`src/rtl/multi_input_sanitizer.sv`:
```
// Per-channel two-flop synchroniser, counter-based debouncer and edge-pulse generator.
// Debounced level changes only after STABLE_CYCLES consecutive enabled cycles of disagreement.
module multi_input_sanitizer #(
  parameter int unsigned N             = 4,
  parameter int unsigned STABLE_CYCLES = 4,
  parameter int unsigned MODE          = 0
) (
  input  logic         clk_i,
  input  logic         rst_ni,
  input  logic         en_i,
  input  logic [N-1:0] in_i,
  output logic [N-1:0] level_o,
  output logic [N-1:0] rise_o,
  output logic [N-1:0] fall_o,
  output logic [N-1:0] pulse_o,
  output logic         any_o
);

  localparam int unsigned CntW = (STABLE_CYCLES > 1) ? $clog2(STABLE_CYCLES) : 1;
  localparam logic [CntW-1:0] CntMax = CntW'(STABLE_CYCLES - 1);

  logic [N-1:0]           s1_q, s2_q;
  logic [N-1:0]           level_q, level_d;
  logic [N-1:0]           rise_q, rise_d;
  logic [N-1:0]           fall_q, fall_d;
  logic [N-1:0][CntW-1:0] cnt_q, cnt_d;

  always_comb begin
    level_d = level_q;
    rise_d  = '0;
    fall_d  = '0;
    cnt_d   = cnt_q;
    if (en_i) begin
      for (int i = 0; i < N; i++) begin
        if (s2_q[i] == level_q[i]) begin
          cnt_d[i] = '0;
        end else if (cnt_q[i] == CntMax) begin
          cnt_d[i]   = '0;
          level_d[i] = s2_q[i];
          rise_d[i]  = s2_q[i];
          fall_d[i]  = ~s2_q[i];
        end else begin
          cnt_d[i] = cnt_q[i] + CntW'(1);
        end
      end
    end
  end

  // Synchronisers keep sampling even while en_i is low.
  always_ff @(posedge clk_i or negedge rst_ni) begin
    if (!rst_ni) begin
      s1_q    <= '0;
      s2_q    <= '0;
      level_q <= '0;
      rise_q  <= '0;
      fall_q  <= '0;
      cnt_q   <= '0;
    end else begin
      s1_q    <= in_i;
      s2_q    <= s1_q;
      level_q <= level_d;
      rise_q  <= rise_d;
      fall_q  <= fall_d;
      cnt_q   <= cnt_d;
    end
  end

  // Unsupported MODE values fall back to rising-edge pulses.
  always_comb begin
    if (MODE == 1) begin
      pulse_o = fall_q;
    end else if (MODE == 2) begin
      pulse_o = rise_q | fall_q;
    end else begin
      pulse_o = rise_q;
    end
  end

  assign level_o = level_q;
  assign rise_o  = rise_q;
  assign fall_o  = fall_q;
  assign any_o   = |pulse_o;

endmodule

```
`config.mk`:
```
export PLATFORM = sky130hd
export DESIGN_NAME = multi_input_sanitizer
export DESIGN_NICKNAME = d
export VERILOG_FILES = /design/src/rtl/multi_input_sanitizer.sv
export SDC_FILE = /design/constraint.sdc
export NUM_CORES = 1
export LEC_CHECK = 0
export CORE_ASPECT_RATIO = 1.5
export CORE_MARGIN = 2
export CORE_UTILIZATION = 52
export CTS_CLUSTER_SIZE = 40
export DETAILED_ROUTE_END_ITERATION = 6
export HOLD_SLACK_MARGIN = 0.06
export PLACE_DENSITY = 0.8
export SLEW_MARGIN = 20
export SYNTH_ARGS = -nofsm -noshare
export SYNTH_HDL_FRONTEND = slang
export SYNTH_SLANG_ARGS = --single-unit
```
`constraint.sdc`:
```
create_clock -name clk_i -period 2.2 [get_ports clk_i]
set_input_delay 0.44 -clock clk_i [delete_from_list [all_inputs] [get_ports clk_i]]
set_output_delay 0.44 -clock clk_i [all_outputs]
set_load 0.01 [all_outputs]
```
======== Word level (Yosys, flattened, before mapping) ========
Cells that the tools add are included.
storage, ports and cells
  register bits after elaboration ......... 28
  input bits .............................. 7
  output and inout bits ................... 17
  word-level logic and storage cells ...... 63
cells by class
  add/sub/neg operators ................... 4
  equality and inequality tests ........... 8
  mux-type cells .......................... 26
  bitwise operators ....................... 8
  reduce and logical (&&, ||, !) cells .... 5
operators by type and width
  cell                 number
  $mux 1               16
  $mux 2               8
  $reduce_and 3->1     4
  $add 2x1->2 const B  4
  $eq 2x2->1 const B   4
  $mux 4               2
  $not 1->1            8
  $eq 1x1->1           4
  $reduce_or 4->1      1

======== Depth between registers and ports, before layout ========
  word-level depth ........................ 4
  gate-level depth with buffers ........... 4
  gate-level depth less buffers ........... 3

======== Worst setup path after synthesis ========
No wires, ideal clock.
  path kind ............................... register -> output
  start point ............................. reg rise_q[1], in the netlist pulse_o[1]
  end point ............................... out any_o
  data arrival time ....................... 0.981 ns
  data required time ...................... 1.760 ns
  slack ................................... 0.779 ns
  cell stages (with the launch flop) ...... 2
  path buffers ............................ 0
  cell sequence ........................... dfrtp_1 > or4_1
on the way
  cells in the longest elaborated chain, start to end .. 1
ends and longest elaborated chain
  what                    line  source
  start, declared         24    logic [N-1:0] rise_q, rise_d;
  start signal, assigned  62    rise_q <= rise_d;
  $reduce_or 4->1         82    assign any_o = |pulse_o;
  end, declared           16    output logic any_o
Every way passes these cells.

======== Worst setup path after layout ========
  start point ............................. reg rise_q[0], in the netlist pulse_o[0]
  end point ............................... out any_o
Same word-level chain as after synthesis.

==> metrics.md <==
| Metric | Value |
|---|---|
| Hold_buf cts | `0` |
| Mux cell area share after synthesis | `about 4.0%` |
| Global-route wire length before repair | `~3000 µm` |
| Sw power | `0.000445 W` |
| Pwr dens | `~1100 nW/µm²` |
| Final setup viols | `0` |
| Dpl ws | `217 ps` |
| Vias in the first global route | `just over 700` |
| WL final | `1670 µm` |
| Critical Path Source Type | `flip-flop` |
| Nets@finish | `122` |
| Flop2flop setup slack | `roughly 980 ps` |
| Worst EP arrival | `1540 ps` |
| WL/cell | `around 13 µm` |
| Min-Delay Path Class | `flip-flop to flip-flop` |
| H-Tree Level Count | `1` |
| Relative slew slack | `57.6%` |
| Unrepaired setup endpoints after global routing | `no` |
| Worst R2R End | `cnt_q[0]` |
| Synth-to-layout area growth | `24.7%` |
| Grt total ovfl | `0` |
| First DRT Iteration DRCs | `5` |
| Global Route Usage Sum | `15.7%` |
| Clk slew on worst S/H paths | `about 140 ps` |
| Number of setup buffers added after CTS | `0` |
| Die Ht | `61.0 µm` |
| Placed wire-length estimate | `1230 µm` |
| Share of cells above drive strength 1 | `10.2%` |
| Drt pass-1 iters | `2` |
| DRC viols | `0` |
| Setup TNS | `0 ps` |
| Initial Utilization | `55.6%` |
| Clk_skew | `1.36 ps` |
| Via-to-Cell Ratio | `roughly 5.3` |
| Crit path capture | `any_o` |
| Core box area | `2030 µm²` |
| Post-CTS sizing | `1` |
| Worst Tran Pin Value | `633 ps` |
| Placer Congestion | `about 0.67` |
| Row count | `20` |
| Post-Syn Nets | `98` |
| Net Sw Frac | `about 29%` |
| TritonCTS clock tree | `yes` |
| DIE AREA | `2560 µm²` |
| Max Fclk | `505 MHz` |
| Post-DRT Antenna Nets | `0` |
| Synth warn | `0` |
| Clk_lat worst skew | `320 ps` |
| Max clock buf depth | `2` |
| #FFs+latches synth | `28` |
| Hold path startpoint | `s1_q[1]` |
| Buffers on Ports | `23` |
| Period utilisation layout | `90.0%` |
| Most frequent cells in the layout | `28 x dfrtp_1, 22 x clkdlybuf4s50_1, 8 x nand2_1, 8 x inv_1, 7 x o22ai_1` |
| Hold Vio Cnt, Final | `0` |
| Register area share after synthesis | `62.2%` |
| Post-synthesis adder-cell area fraction | `6.67%` |
| Final Cell Area | `1400 µm²` |
| Compound-Gate Fraction of Synth Area | `5.00%` |
| Main combinational cell family by area after synthesis | `simple AND/OR/NAND/NOR gates` |
| Post-Synth Simple-Gate Area | `roughly an eighth` |
| Horiz. Die Dim | `42.0 µm` |
| Io pins | `24` |
| Routed via count | `688` |
| Antenna diodes | `0` |
| CP Capture Type | `output port` |
| Final Util | `between 60% and 70%` |
| Internal | `roughly 0.0011 W` |
| Worst path required time | `1760 ps` |
| Xor/xnor share of the synthesized area | `3.11%` |
| Clk network pwr share | `21.9%` |
| CTS sink cnt | `28` |
| Setup ws final | `220 ps` |
| Post-synthesis cell type count | `15` |
| Cell leakage power | `0.649 nW` |
| Minimum clock period | `around 2000 ps` |
| Flop pwr share | `between 40% and 50%` |
| Largest net degree at the start of global routing | `29` |
| Most common cell after layout, fill and taps aside | `dfrtp_1` |
| Critical path class | `flip-flop to output port` |
| Combinational power share | `28.7%` |
| Post-Synthesis Cell Area | `between 1000 and 1500 µm²` |
| Root buffer cell | `clkbuf_4` |
| Start point of the critical path | `pulse_o[0]` |
| Placed Area | `between 1000 and 1500 µm²` |
| Total power | `roughly 0.0015 W` |
| Status | `complete, no violations` |
| Reg2Reg Launch Point | `cnt_q[0]` |
| Worst IR Drop VDD | `728 µV` |
| CTS Buf Count | `3` |
| Max-cap violation count | `0` |
| Initial antenna violation count | `0` |
| R2R depth | `3` |
| Average cell area after synthesis | `about 13 µm²` |
| Final max-slew violation count | `0` |
| Gate Count Post-Synth | `85` |
| Fillers | `~150` |
| CP max FO | `3` |
[worst max-delay path: stages, from the launching register on]
cell           delay (ps)
dfrtp_1               430
or4_1                 500
dlygate4sd2_1         290
[per-stage QoR]
step                cells  hold WS [ps]
finish                130           367
CTS                   130           368
detailed placement    126           335
global placement      126           334
floorplan              85           144
global route          130           374
[metal layers]
metal / routed length [µm] / track usage, % / vias up
met1: 669 / 17.8 / 333
li1: - / - / 333
met5: 0 / 0 / -
met4: 26 / 8.29 / 0
met2: 902 / 29.2 / 18
met3: 72 / 1.79 / 4
[flip-flops by register name, indices dropped and copies added (netlist names)]
signal   count
fall_o       4
level_o      4
s1_q         4
s2_q         4
pulse_o      4
cnt_q        8
[power groups by stage]
| stage | Clock [W] | Sequential (W) | Combinational [W] |
|---|---|---|---|
| CTS | 0.000339 | 0.000753 | 0.000444 |
| floorplan | 0 | 0.000758 | 0.000264 |
| finish | 0.000332 | 0.000750 | 0.000435 |
| global route | 0.000357 | 0.000772 | 0.000490 |
| detailed placement | 0 | 0.000763 | 0.000444 |
| global placement | 0 | 0.000751 | 0.000417 |
[how the worst min path moves through the flow]
stage | endpoint | slack, ps | depth (start not counted)
after detailed placement | s2_q[1] | 330 | 0
final | s2_q[1] | 370 | 0
after global placement | s2_q[2] | 330 | 0
after floorplan | cnt_q[0] | 140 | 0
after global routing | s2_q[0] | 370 | 0
after CTS | s2_q[1] | 370 | 0
[cells by family (layout without fill, tap and decap cells)]
group | after synthesis | after routing
fa+ha+maj | 6 | 6
buf+inv | 14 | 37
simple gates | 21 | 21
flops | 28 | 28
xor+xnor | 4 | 4
compound gates | 8 | 8
mux | 4 | 4
[cell usage after synthesis, drive strengths merged]
cell type,instances,area share [%]
nor3b,6,4.0
xnor2,4,3.1
mux2,4,4.0
and4b,2,1.8
inv,8,2.7
ha,6,6.7
or3b,4,3.1
dfrtp,28,62
buf,6,4.1
o22ai,8,5.0
nand2,8,2.7
or4,1,0.67
[final cells by class]
class | count | area, µm² | share of cell area [%]
sequential | 28 | 701 | 49.9
multi-input combinational | 43 | 349 | 24.9
timing repair buffer | 25 | 244 | 17.4
clock inverter | 1 | 30.0 | 2.14
inverter | 8 | 30.0 | 2.14
tap | 22 | 27.5 | 1.96
clock buffer | 3 | 22.5 | 1.60
Power figures use the tool's default switching activity.
